### src/rtl/serial_adder_ctrl.sv
// Bit-serial WIDTH-bit adder: one fa_st full-adder cell is fed one bit pair per
// clock (LSB first), with the carry recirculated through a flop.

module fa_st (
  input  logic a,
  input  logic b,
  input  logic c,
  output logic sum,
  output logic Cout
);
  assign sum  = a ^ b ^ c;
  assign Cout = (a & b) | (c & (a ^ b));
endmodule

module serial_adder_ctrl #(
  parameter int WIDTH = 8
) (
  input  logic             clk,
  input  logic             rst_n,
  input  logic             start,
  input  logic [WIDTH-1:0] a_in,
  input  logic [WIDTH-1:0] b_in,
  input  logic             c_in,
  output logic             busy,
  output logic             done,
  output logic [WIDTH-1:0] sum,
  output logic             Cout
);

  localparam int CW = $clog2(WIDTH + 1);
  localparam logic [CW-1:0] LAST_BIT = CW'(WIDTH - 1);

  localparam logic [1:0] IDLE = 2'd0;
  localparam logic [1:0] RUN  = 2'd1;
  localparam logic [1:0] DONE = 2'd2;

  logic [1:0]       state_q, state_d;
  logic [WIDTH-1:0] aSr_q, aSr_d;
  logic [WIDTH-1:0] bSr_q, bSr_d;
  logic [WIDTH-1:0] sSr_q, sSr_d;
  logic             carry_q, carry_d;
  logic [CW-1:0]    cnt_q, cnt_d;
  logic [WIDTH-1:0] sum_q, sum_d;
  logic             cout_q, cout_d;

  logic faSum;
  logic faCout;

  fa_st u_fa (
    .a    (aSr_q[0]),
    .b    (bSr_q[0]),
    .c    (carry_q),
    .sum  (faSum),
    .Cout (faCout)
  );

  always_comb begin
    state_d = state_q;
    aSr_d   = aSr_q;
    bSr_d   = bSr_q;
    sSr_d   = sSr_q;
    carry_d = carry_q;
    cnt_d   = cnt_q;
    sum_d   = sum_q;
    cout_d  = cout_q;

    case (state_q)
      IDLE, DONE: begin
        // DONE accepts a new start directly so results can stream back-to-back.
        if (start) begin
          aSr_d   = a_in;
          bSr_d   = b_in;
          carry_d = c_in;
          cnt_d   = '0;
          sSr_d   = '0;
          state_d = RUN;
        end else begin
          state_d = IDLE;
        end
      end
      RUN: begin
        aSr_d   = aSr_q >> 1;
        bSr_d   = bSr_q >> 1;
        sSr_d   = {faSum, sSr_q[WIDTH-1:1]};
        carry_d = faCout;
        cnt_d   = cnt_q + 1'b1;
        if (cnt_q == LAST_BIT) begin
          sum_d   = {faSum, sSr_q[WIDTH-1:1]};
          cout_d  = faCout;
          state_d = DONE;
        end
      end
      default: state_d = IDLE;
    endcase
  end

  always_ff @(posedge clk or negedge rst_n) begin
    if (!rst_n) begin
      state_q <= IDLE;
      aSr_q   <= '0;
      bSr_q   <= '0;
      sSr_q   <= '0;
      carry_q <= 1'b0;
      cnt_q   <= '0;
      sum_q   <= '0;
      cout_q  <= 1'b0;
    end else begin
      state_q <= state_d;
      aSr_q   <= aSr_d;
      bSr_q   <= bSr_d;
      sSr_q   <= sSr_d;
      carry_q <= carry_d;
      cnt_q   <= cnt_d;
      sum_q   <= sum_d;
      cout_q  <= cout_d;
    end
  end

  assign busy = (state_q == RUN);
  assign done = (state_q == DONE);
  assign sum  = sum_q;
  assign Cout = cout_q;

endmodule
### config.mk
export PLATFORM = sky130hd
export DESIGN_NAME = serial_adder_ctrl
export DESIGN_NICKNAME = d
export VERILOG_FILES = /design/src/rtl/serial_adder_ctrl.sv
export SDC_FILE = /design/constraint.sdc
export NUM_CORES = 1
export LEC_CHECK = 0
export BUFFER_PORTS_ARGS = -buffer_cell sky130_fd_sc_hd__clkbuf_2
export CAP_MARGIN = 20
export CELL_PAD_IN_SITES_DETAIL_PLACEMENT = 0
export CELL_PAD_IN_SITES_GLOBAL_PLACEMENT = 1
export CORE_ASPECT_RATIO = 1.1
export CORE_UTILIZATION = 39
export CTS_CLUSTER_SIZE = 10
export DETAILED_ROUTE_END_ITERATION = 10
export PLACE_DENSITY_LB_ADDON = 0.3
export SYNTH_ARGS = -nofsm -noshare
export SYNTH_HDL_FRONTEND = slang
export SYNTH_SLANG_ARGS = --single-unit
### constraint.sdc
create_clock -name clk -period 1.3 [get_ports clk]
set_input_delay 0 -clock clk [delete_from_list [all_inputs] [get_ports clk]]
set_output_delay 0 -clock clk [all_outputs]
set_load 0.01 [all_outputs]
==> results of run 1 <==
==> cell type report <==
type / count / area (µm²) / share of cell area (%)
clock buffer: 6 / 72.6 / 3.34
timing repair buffer: 54 / 403 / 18.5
multi-input combinational: 69 / 658 / 30.3
sequential: 39 / 976 / 44.9
tap: 52 / 65.1 / 2.99
==> worst max path at each step <==
stage | end | depth (start not counted)
2_1_floorplan | Cout | 5
3_3_place_gp | sSr_q[7] | 3
3_5_place_dp | aSr_q[7] | 3
4_1_cts | sum[6] | 5
5_1_grt | sum[6] | 4
6_report | sum[6] | 4
==> cells in the mapped netlist <==
library cell,n,share of area [%]
ha_1,1,0.78
xnor2_1,1,0.55
mux2_2,9,6.3
nor2_1,1,0.23
dfrtp_1,39,61
and2b_1,1,0.47
buf_4,2,0.94
nor2_2,1,0.39
mux2i_1,2,1.3
buf_2,6,1.9
a21o_1,15,7.1
fa_1,1,1.3
o21ai_0,1,0.31
nand4_1,1,0.39
nand2b_1,1,0.39
nor3b_1,1,0.47
nand2_1,3,0.71
nor2b_1,3,1.2
a22o_1,26,14
==> sequential cells by signal, indices dropped and copies added, names as in the netlist <==
name,cells
state_q,2
Cout,1
sSr_q,7
bSr_q,8
cnt_q,4
sum,8
aSr_q,8
carry_q,1
==> through the flow <==
step           TNS [ns]  setup WS [ns]  cell area, µm²
2_1_floorplan    -0.600        -0.0666            1640
3_3_place_gp      -8.28         -0.293            1890
3_5_place_dp      -9.48         -0.337            1890
4_1_cts           -2.43         -0.146            2140
5_1_grt           -4.69         -0.235            2170
6_report          -2.92         -0.165            2170
==> what timing repair did <==
action                     4_1_cts  5_1_grt
hold buffers                     4        0
hold endpoints to repair        42        0
setup endpoints to repair       36       39
gates resized for setup         17        4
gates cloned                     2        0
pin swaps                        1        1
buffers inserted                 8        2
==> cells by family after synthesis <==
logic type	count (synthesis)	synth area share (%)
xor gates and xnor gates	1	0.549
DFF	39	61.1
muxes	11	7.60
and+or+nand+nor	12	4.23
buffers and inverters	8	2.82
adders and majority gates	2	2.04
AOI/OAI and AO/OA	42	21.6
==> power by group through the flow <==
stage               Combinational (mW)  Clock (mW)  Sequential [mW]
finish                            2.51       0.733             2.08
global route                      2.71       0.809             2.16
floorplan                         1.43           0             2.10
detailed placement                2.01           0             2.10
CTS                               2.39       0.754             2.08
global placement                  1.95           0             2.08
==> critical path: cells and delay by family, from the launching register on <==
kind                   cells  cell delay (ns)
buffers and inverters      1             0.18
DFF                        1             0.37
muxes                      1             0.30
and+or+nand+nor            2             0.50
==> placed cells by master (no fill, tap or decap) <==
cell	n
mux2i_1	2
nor3b_4	1
nand4_1	1
clkbuf_1	1
a22o_1	26
and2b_2	1
buf_4	13
nand2_2	1
nor2b_4	1
nor2_1	1
nor2_4	2
clkbuf_8	5
dlygate4sd3_1	4
xnor2_2	1
o21ai_0	1
dfrtp_1	39
nor2b_1	2
buf_8	1
nand2_1	2
mux2_4	9
fa_1	1
buf_6	4
nand2b_1	1
ha_2	1
buf_12	3
a21o_1	15
clkbuf_2	29
==> metal layers <==
layer | share of wire, % | vias to the layer above
met5 | 0 | -
li1 | - | 533
met1 | 47 | 561
met2 | 48 | 21
met4 | 1.3 | 0
met3 | 3.4 | 5
==> reports/qor.txt, run 1 <==
Status - complete, but fails checks
Failing checks - negative setup slack
PortBufs - 30
Synth Instances - 115
Synth warn - 0
Crit path largest cell delay - 0.37 ns
Hold path depth - 3
Met2 GRT Util - 25.0%
IO Count - 31
ANT cells - 0
Num CTS Buffers - 5
Nets - 191
Final wirelength - 3150 µm
RR Endpoint - sum[6]
Crit path launch type - flip-flop
Hpwl dp - 1880 µm
Vias/cell - 5.09
Reg2reg start - state_q[1]
Placed cells - 199
Worst Setup End Kind - flip-flop
Non-filler instance count after layout - 220
Routability cong. - 0.722
Congestion Overflow GR - 0
Clk root buf - clkbuf_8
RSZ-0062 raised after global routing - true
Worst path cell trace - and2b_2 -> nor3b_4 -> buf_6 -> mux2_4
Post-DRT Antenna Nets - 0
# fillers - 356
Worst skew pair latency - 0.28 ns
Core area - 3930 µm²
Die area - 4350 µm²
Clk slew on worst S/H paths - 0.07 ns
Clk buf depth - 2
Die height - 69.1 µm
CTS tree - built
Worst-path maximum fanout - 5
Vias in the first global route - 1100
Vias - 1120
WHS Endpoint - aSr_q[1]
Logic pwr share - 47.1%
Wire per inst - 14.3 µm
Syn nets - 137
First-pass GRT wire length - 5250 µm
Worst Path Class, Setup - flip-flop to flip-flop
CP max-delay cell - dfrtp_1
Crit path launch - state_q[1]
GR peak layer - met2
Part of the cycle the worst path needs - 113%
Max_slew headroom - 67.8%
PD cells - 2450 nW/µm²
Initial Util - 40.6%
Power share of the sequential group - 39.1%
Total power - 5.32 mW
Slew Viols, Final - 0
Yosys reg bits - 39
Switching share of power - 32.3%
Worst EP arrival - 1.63 ns
# clock sinks - 39
WP data required - 1.46 ns
FF-to-FF setup slack - -0.17 ns
Final Util - 55.3%
Net Switching - 1.72 mW
H-tree levels - 2
Final Skew - 0.00717 ns
Mapped Area - 1600 µm²
Layout cell share with drive strength beyond 1 - 42.9%
Pin count of the biggest net entering global routing - 40
TritonRoute pass-1 iters - 4
Min-delay src - a_in[1]
Reg2Reg Depth - 4
Final setup viols - 31
Worst Setup Slack, final - -0.165 ns
Share of the yosys chip area belonging to registers - 61.1%
Syn-to-layout area delta - 36.2%
Hold crit path type - input port to flip-flop
Remaining DRCs - 0
Drt first-iter violations - 30
M1 GR Usage - 20.7%
Hold Slack - 0.00769 ns
Internal power - 3.61 mW
Worst IR Drop VDD - 0.886 mV
Fmax - 0.682 GHz
Tightest Pin Transition - 0.483 ns
Min Tclk post-route - 1.47 ns
Final hold vios - 0
Distinct cells, synth - 19
Clock Power Share - 13.8%
Die X-Extent - 63.0 µm
Syn avg cell area - 13.9 µm²
Max-cap viol count - 0
Rows - 24
Met3 GRT Util - 4.30%
Leak - 1.16 nW
Initial antenna violation count - 0
Total track usage - 16.0%
Power figures use the tool's default switching activity.
==> inputs of run 2 (changes only) <==
SYNTH_HIERARCHICAL = 1   (was not set)
TNS_END_PERCENT = 10   (was not set)
==> run 2 against run 1 <==
  * The flow still finishes with violations (negative setup slack)
  * Clock power increased by 18%
  * Cell count fell by 1.8%
  * Sequential share of layout area increased by 1.4 points
  * Combinational power shrank 16%
  * Fmax shrank 0.77%
  * Routed wire length down 3.7%
  * Clock skew is 0.0035 ns lower
  * Die area stayed put
  * Register-to-register slack about the same
  * Via count shrank 2.3%
  * Highest routed layer unchanged
==> reports/qor.txt, run 2 <==
Die height - 69.1 µm (unchanged)
Post-synth top cells - dfrtp_1 (39), a22o_1 (26), a21o_1 (15), mux2_2 (9), buf_2 (6)
Status - complete, but fails checks
Tightest Pin Transition - 0.548 ns (+0.0651 ns)
Worst Path Class, Setup - flip-flop to flip-flop
Nets - 185 (-3.1%)
Drt first-iter violations - 34 (+13%)
WHS Endpoint - bSr_q[1]
PD cells - 2410 nW/µm² (-1.7%)
CP max-delay cell - dfrtp_1
WP data required - 1.47 ns (about the same)
Wire per inst - 14.1 µm (-2.0%)
Commonest non-fill, non-tap cell in the layout - dfrtp_1
Rows - 24 (unchanged)
Die area - 4350 µm² (unchanged)
Worst Setup End Kind - flip-flop
Hold path depth - 3 (unchanged)
Total power - 5.08 mW (-4.6%)
Largest cells by area after synthesis - dfrtp_1 (61%), a22o_1 (14%), a21o_1 (7.1%), mux2_2 (6.3%), buf_2 (1.9%)
Predominant post-synthesis flop cell - dfrtp_1
Die X-Extent - 63.0 µm (unchanged)
Core area - 3930 µm² (unchanged)
Final hold vios - 0 (unchanged)
First-pass GRT wire length - 5420 µm (+3.2%)
Initial antenna violation count - 0 (unchanged)
Most common cell in the synthesized netlist - dfrtp_1
Crit path largest cell delay - 0.37 ns (about the same)
Vias - 1094 (-2.3%)
Cell taking the most area after synthesis - dfrtp_1
CTS tree - built
Remaining DRCs - 0 (unchanged)
Crit path max-delay family - simple AND/OR/NAND/NOR gates
Worst Path Buf+Inv - 1 (unchanged)
Crit path launch type - flip-flop
Worst path cell trace - and2b_2 -> nor3b_4 -> buf_6 -> mux2_4
Synth warn - 6 (+6)
Min-delay src - b_in[1]
Fmax - 0.677 GHz (-0.77%)
Flip-flop and latch area - 976 µm² (unchanged)
Hpwl dp - 2070 µm (+9.8%)
Layout cell share with drive strength beyond 1 - 41.5% (-1.4 points)
Post-synth ARST share - 100% (unchanged)
Worst skew pair latency - 0.28 ns (about the same)
Syn nets - 137 (unchanged)
Routability cong. - 0.721 (-0.11%)
Vias in the first global route - 1175 (+6.8%)
Congestion Overflow GR - 0 (unchanged)
Total track usage - 16.2% (+0.18 points)
Max_slew headroom - 63.4% (-4.4 points)
Final wirelength - 3040 µm (-3.7%)
Worst Setup Slack, final - -0.177 ns (-0.0113 ns)
ANT cells - 0 (unchanged)
# clock sinks - 39 (unchanged)
RR Endpoint - sum[7]
Initial Util - 40.6% (unchanged)
Post-DRT Antenna Nets - 0 (unchanged)
Synth Instances - 115 (unchanged)
Reg2reg start - state_q[1]
Mapped Area - 1600 µm² (unchanged)
Number of synthesized flops with an enable pin - 0 (unchanged)
Failing checks - negative setup slack
Num CTS Buffers - 5 (unchanged)
IO Count - 31 (unchanged)
Worst-path maximum fanout - 5 (unchanged)
Part of the cycle the worst path needs - 114% (+0.87 points)
Pin count of the biggest net entering global routing - 26 (-35%)
Placed inst area - 1920 µm² (+1.9%)
Vias/cell - 5.06 (-0.51%)
H-tree levels - 2 (unchanged)
Final Skew - 0.00363 ns (-0.00353 ns)
Leak - 1.12 nW (-2.7%)
Min Tclk post-route - 1.48 ns (+0.0113 ns)
Reg2Reg Depth - 4 (unchanged)
Hold Slack - 0.00989 ns (+0.00220 ns)
Clk buf depth - 2 (unchanged)
Cell area after layout - 2110 µm² (-3.0%)
Area of the multi-input gates - 642 µm² (-2.5%)
Worst IR Drop VDD - 1.13 mV (+27%)
Post-synth top area share - 61.1% (unchanged)
FF-to-FF setup slack - -0.18 ns (about the same)
Distinct cells, synth - 19 (unchanged)
Max-cap viol count - 0 (unchanged)
Hold crit path type - input port to flip-flop
Clk slew on worst S/H paths - 0.07 ns (about the same)
TritonRoute pass-1 iters - 4 (unchanged)
# fillers - 352 (-1.1%)
Final setup viols - 33 (+6.5%)
Yosys reg bits - 39 (unchanged)
Worst EP arrival - 1.64 ns (about the same)
Slew Viols, Final - 0 (unchanged)
Syn avg cell area - 13.9 µm² (unchanged)
RSZ-0062 raised after global routing - true
Share of the yosys chip area belonging to registers - 61.1% (unchanged)
Syn-to-layout area delta - 32.1%
Clk root buf - clkbuf_8
Most frequent cells in the layout - dfrtp_1 (39), clkbuf_2 (30), a22o_1 (26)
PortBufs - 30 (unchanged)
run 2: cell counts after synthesis:
Identical to the previous run, type by type.
run 2: how the worst max path moves through the flow:
stage | start | endpoint | slack (ns) | depth (start not counted)
after floorplan | cnt_q[0] | Cout | -0.07 | 5
after detailed placement | state_q[0] | sSr_q[4] | -0.36 | 3
final | state_q[1] | sum[7] | -0.18 | 4
after global routing | state_q[1] | sum[6] | -0.24 | 4
after CTS | state_q[1] | sum[4] | -0.17 | 4
after global placement | state_q[0] | sSr_q[7] | -0.28 | 3
run 2: what timing repair did:
item | 4_1_cts | 5_1_grt
pin swaps | 15 | 9
buffers inserted | 1 | 0
cloned | 1 | 0
hold buffers | 4 | 0
endpoints found under the hold margin | 33 | 0
endpoints found under the setup margin | 35 | 37
gates resized for setup | 8 | 2
run 2: worst register-to-register path: stages, from the launching register on:
cell and delay (ns):
dfrtp_1 0.37, and2b_2 0.26, nor3b_4 0.25, buf_6 0.17, mux2_4 0.30
run 2: through the flow:
step,setup TNS [ns],setup slack (ns),utilization (%),cells
CTS,-3.02,-0.174,53.4,216
global placement,-7.98,-0.284,48.8,202
detailed placement,-9.75,-0.356,48.8,202
floorplan,-0.600,-0.0666,-,115
global route,-4.12,-0.241,53.6,216
finish,-1.98,-0.177,53.6,216
run 2: cell families after synthesis:
| logic type | Yosys count | synth area share (%) |
|---|---|---|
| xor+xnor | 1 | 0.549 |
| buf+inv | 8 | 2.82 |
| mux | 11 | 7.60 |
| compound gates | 42 | 21.6 |
| simple gates | 12 | 4.23 |
| flops | 39 | 61.1 |
| fa+ha+maj | 2 | 2.04 |
run 2: final cells by class:
| type | count | share of cell area, % |
|---|---|---|
| clock buffer | 8 | 4.74 |
| sequential | 39 | 46.3 |
| tap | 52 | 3.08 |
| multi-input combinational | 68 | 30.4 |
| timing repair buffer | 49 | 15.5 |
run 2: layer usage:
layer / part of all wire [%] / up-vias / wire length (µm) / global-route usage, %
li1: - / 523 / - / -
met1: 43 / 545 / 1300 / 19.7
met2: 53 / 24 / 1620 / 27.2
met3: 3.3 / 2 / 99 / 4.97
met4: 0.72 / 0 / 22 / 4.65
met5: 0 / - / 0 / 0
run 2: power by group:
| part | switching, mW | leakage, nW | internal (mW) |
|---|---|---|---|
| combinational | 0.903 | 0.575 | 1.22 |
| sequential | 0.339 | 0.498 | 1.75 |
| clock | 0.383 | 0.0515 | 0.484 |
==> inputs of run 3 (changes only) <==
REMOVE_ABC_BUFFERS = 1   (was not set)
==> run 3 against run 2 <==
  * The run still ends with negative setup slack left
  * Global-route usage is 0.18 points lower
  * Utilization rose by 0.54 points
  * Fmax up 1.4%
  * Non-clock buffer count is the same
  * Via count is 1.8% higher
  * Sequential share of layout area is 0.46 points lower
  * Clock-buffer cell count decreased by 2
  * Clock power fell by 9.1%
  * Die area unchanged
  * Sequential cell count unchanged
  * Worst setup slack improved by 0.021 ns
  * Sequential power barely moved
  * Critical path type unchanged
  * Critical endpoint unchanged
  * Largest power group unchanged
  * Highest routed layer unchanged
==> reports/qor.txt, run 3 (same netlist as run 2, synthesis figures left out) <==
# clock sinks - 39 (unchanged)
First-pass GRT wire length - 5260 µm (-2.9%)
Vias in the first global route - 1147 (-2.4%)
Crit path launch type - flip-flop
Die height - 69.1 µm (unchanged)
Post-DRT Antenna Nets - 0 (unchanged)
ANT cells - 0 (unchanged)
Crit path max-delay family - simple AND/OR/NAND/NOR gates
Die X-Extent - 63.0 µm (unchanged)
Final wirelength - 3250 µm (+7.0%)
Leak - 1.12 nW (about the same)
Final hold vios - 0 (unchanged)
TritonRoute pass-1 iters - 4 (unchanged)
PD cells - 2450 nW/µm² (+1.6%)
Worst skew pair latency - 0.29 ns (about the same)
Routability cong. - 0.699 (-3.1%)
Reg2reg start - state_q[1]
Max-cap viol count - 0 (unchanged)
Failing checks - negative setup slack
Worst Path Buf+Inv - 1 (unchanged)
Initial Util - 40.6% (unchanged)
Total power - 5.21 mW (+2.7%)
WP data required - 1.48 ns (about the same)
Initial antenna violation count - 0 (unchanged)
Commonest non-fill, non-tap cell in the layout - dfrtp_1
Non-filler instance count after layout - 217 (+0.46%)
Total track usage - 16.0% (-0.18 points)
Worst-path maximum fanout - 5 (unchanged)
Reg2Reg Depth - 4 (unchanged)
RSZ-0062 raised after global routing - true
Most frequent cells in the layout - dfrtp_1 (39), clkbuf_2 (30), a22o_1 (26)
Setup TNS Final - -3.01 ns (-1.03 ns)
Core area - 3930 µm² (unchanged)
Status - complete, but fails checks
Hpwl dp - 1930 µm (-6.7%)
Clk buf depth - 2 (unchanged)
Post-place setup slack - -0.332 ns (+0.0242 ns)
Clk slew on worst S/H paths - 0.08 ns (about the same)
Part of the cycle the worst path needs - 112% (-1.6 points)
Fmax - 0.687 GHz (+1.4%)
Vias/cell - 5.13 (+1.4%)
Flip-flop and latch area - 976 µm² (unchanged)
CTS tree - built
Hold path depth - 3 (unchanged)
Min-delay src - b_in[2]
Drt first-iter violations - 66 (+94%)
Crit path largest cell delay - 0.39 ns (+0.02 ns)
Clk root buf - clkbuf_8
IO Count - 31 (unchanged)
Final Skew - 0.00699 ns (+0.00336 ns)
# fillers - 354 (+0.57%)
Tightest Pin Transition - 0.486 ns (-0.0618 ns)
Num CTS Buffers - 5 (unchanged)
Pin count of the biggest net entering global routing - 40 (+54%)
WHS Endpoint - bSr_q[2]
Hold crit path type - input port to flip-flop
Worst EP arrival - 1.63 ns (about the same)
Vias - 1114 (+1.8%)
Final Util - 54.2% (+0.54 points)
Worst Setup End Kind - flip-flop
Remaining DRCs - 0 (unchanged)
Final setup viols - 27 (-18%)
Rows - 24 (unchanged)
RR Endpoint - sum[7]
PortBufs - 30 (unchanged)
Worst IR Drop VDD - 1.01 mV (-9.8%)
Worst Setup Slack, final - -0.156 ns (+0.0209 ns)
Area of the multi-input gates - 651 µm² (+1.4%)
Slew Viols, Final - 0 (unchanged)
Wire per inst - 15.0 µm (+6.5%)
Min Tclk post-route - 1.46 ns (-0.0209 ns)
FF-to-FF setup slack - -0.16 ns (+0.02 ns)
Worst Path Class, Setup - flip-flop to flip-flop
Die area - 4350 µm² (unchanged)
H-tree levels - 2 (unchanged)
Congestion Overflow GR - 0 (unchanged)
Worst path cell trace - and2b_2 -> nor3b_4 -> buf_6 -> mux2_4
Placed cells - 199 (-1.5%)
CP max-delay cell - dfrtp_1
Nets - 186 (+0.54%)
Max_slew headroom - 67.6% (+4.2 points)
Layout cell share with drive strength beyond 1 - 40.6% (-0.86 points)
Syn-to-layout area delta - 33.5%
==> run 3: where the power goes <==
group | leakage [nW] | switching (mW) | total (mW) | internal [mW]
Combinational | 0.585 | 0.987 | 2.34 | 1.36
Sequential | 0.498 | 0.330 | 2.08 | 1.75
Clock | 0.0412 | 0.413 | 0.788 | 0.375
Total | 1.12 | 1.73 | 5.21 | 3.48
==> run 3: how the worst max path moves through the flow <==
stage	start	to	slack (ns)	cells after the start
after floorplan	state_q[1]	Cout	-1.17	3
after global placement	state_q[0]	sSr_q[3]	-0.29	3
after detailed placement	state_q[0]	bSr_q[7]	-0.33	3
after CTS	cnt_q[0]	sum[7]	-0.16	5
after global routing	cnt_q[1]	sum[7]	-0.21	5
final	state_q[1]	sum[7]	-0.16	4
==> run 3: timing repair <==
item / 4_1_cts / 5_1_grt
pin swaps: 22 / 1
setup buffers: 2 / 1
resized for setup: 20 / 10
hold endpoints to repair: 43 / 0
cloned: 1 / 1
setup endpoints to repair: 36 / 37
hold buffers: 5 / 0
==> run 3: area by class of cell <==
cell class,instances,area share (%)
Multi-Input combinational cell,69,30.5
Timing Repair Buffer,49,16.6
Clock buffer,6,3.41
Tap cell,52,3.05
Clock inverter,2,0.587
Sequential cell,39,45.8
==> run 3: through the flow <==
step	hold WS, ns	instance area [µm²]
after global placement	0.0776	1840
after floorplan	-0.296	1550
after detailed placement	0.0825	1840
after CTS	0.00230	2060
after global routing	0.00941	2130
final	0.00110	2130
==> run 3: worst min-delay path, delay by kind of cell <==
| family | cells | cell delay (ns) |
|---|---|---|
| buf+inv | 1 | 0.07 |
| compound gates | 2 | 0.19 |
==> run 3: layer usage <==
layer / up-vias / track usage [%] / wire length, µm
met4: 0 / 9.30 / 73
met2: 27 / 25.8 / 1640
met3: 7 / 4.14 / 122
met5: - / 0 / 0
li1: 522 / - / -
met1: 558 / 19.0 / 1420
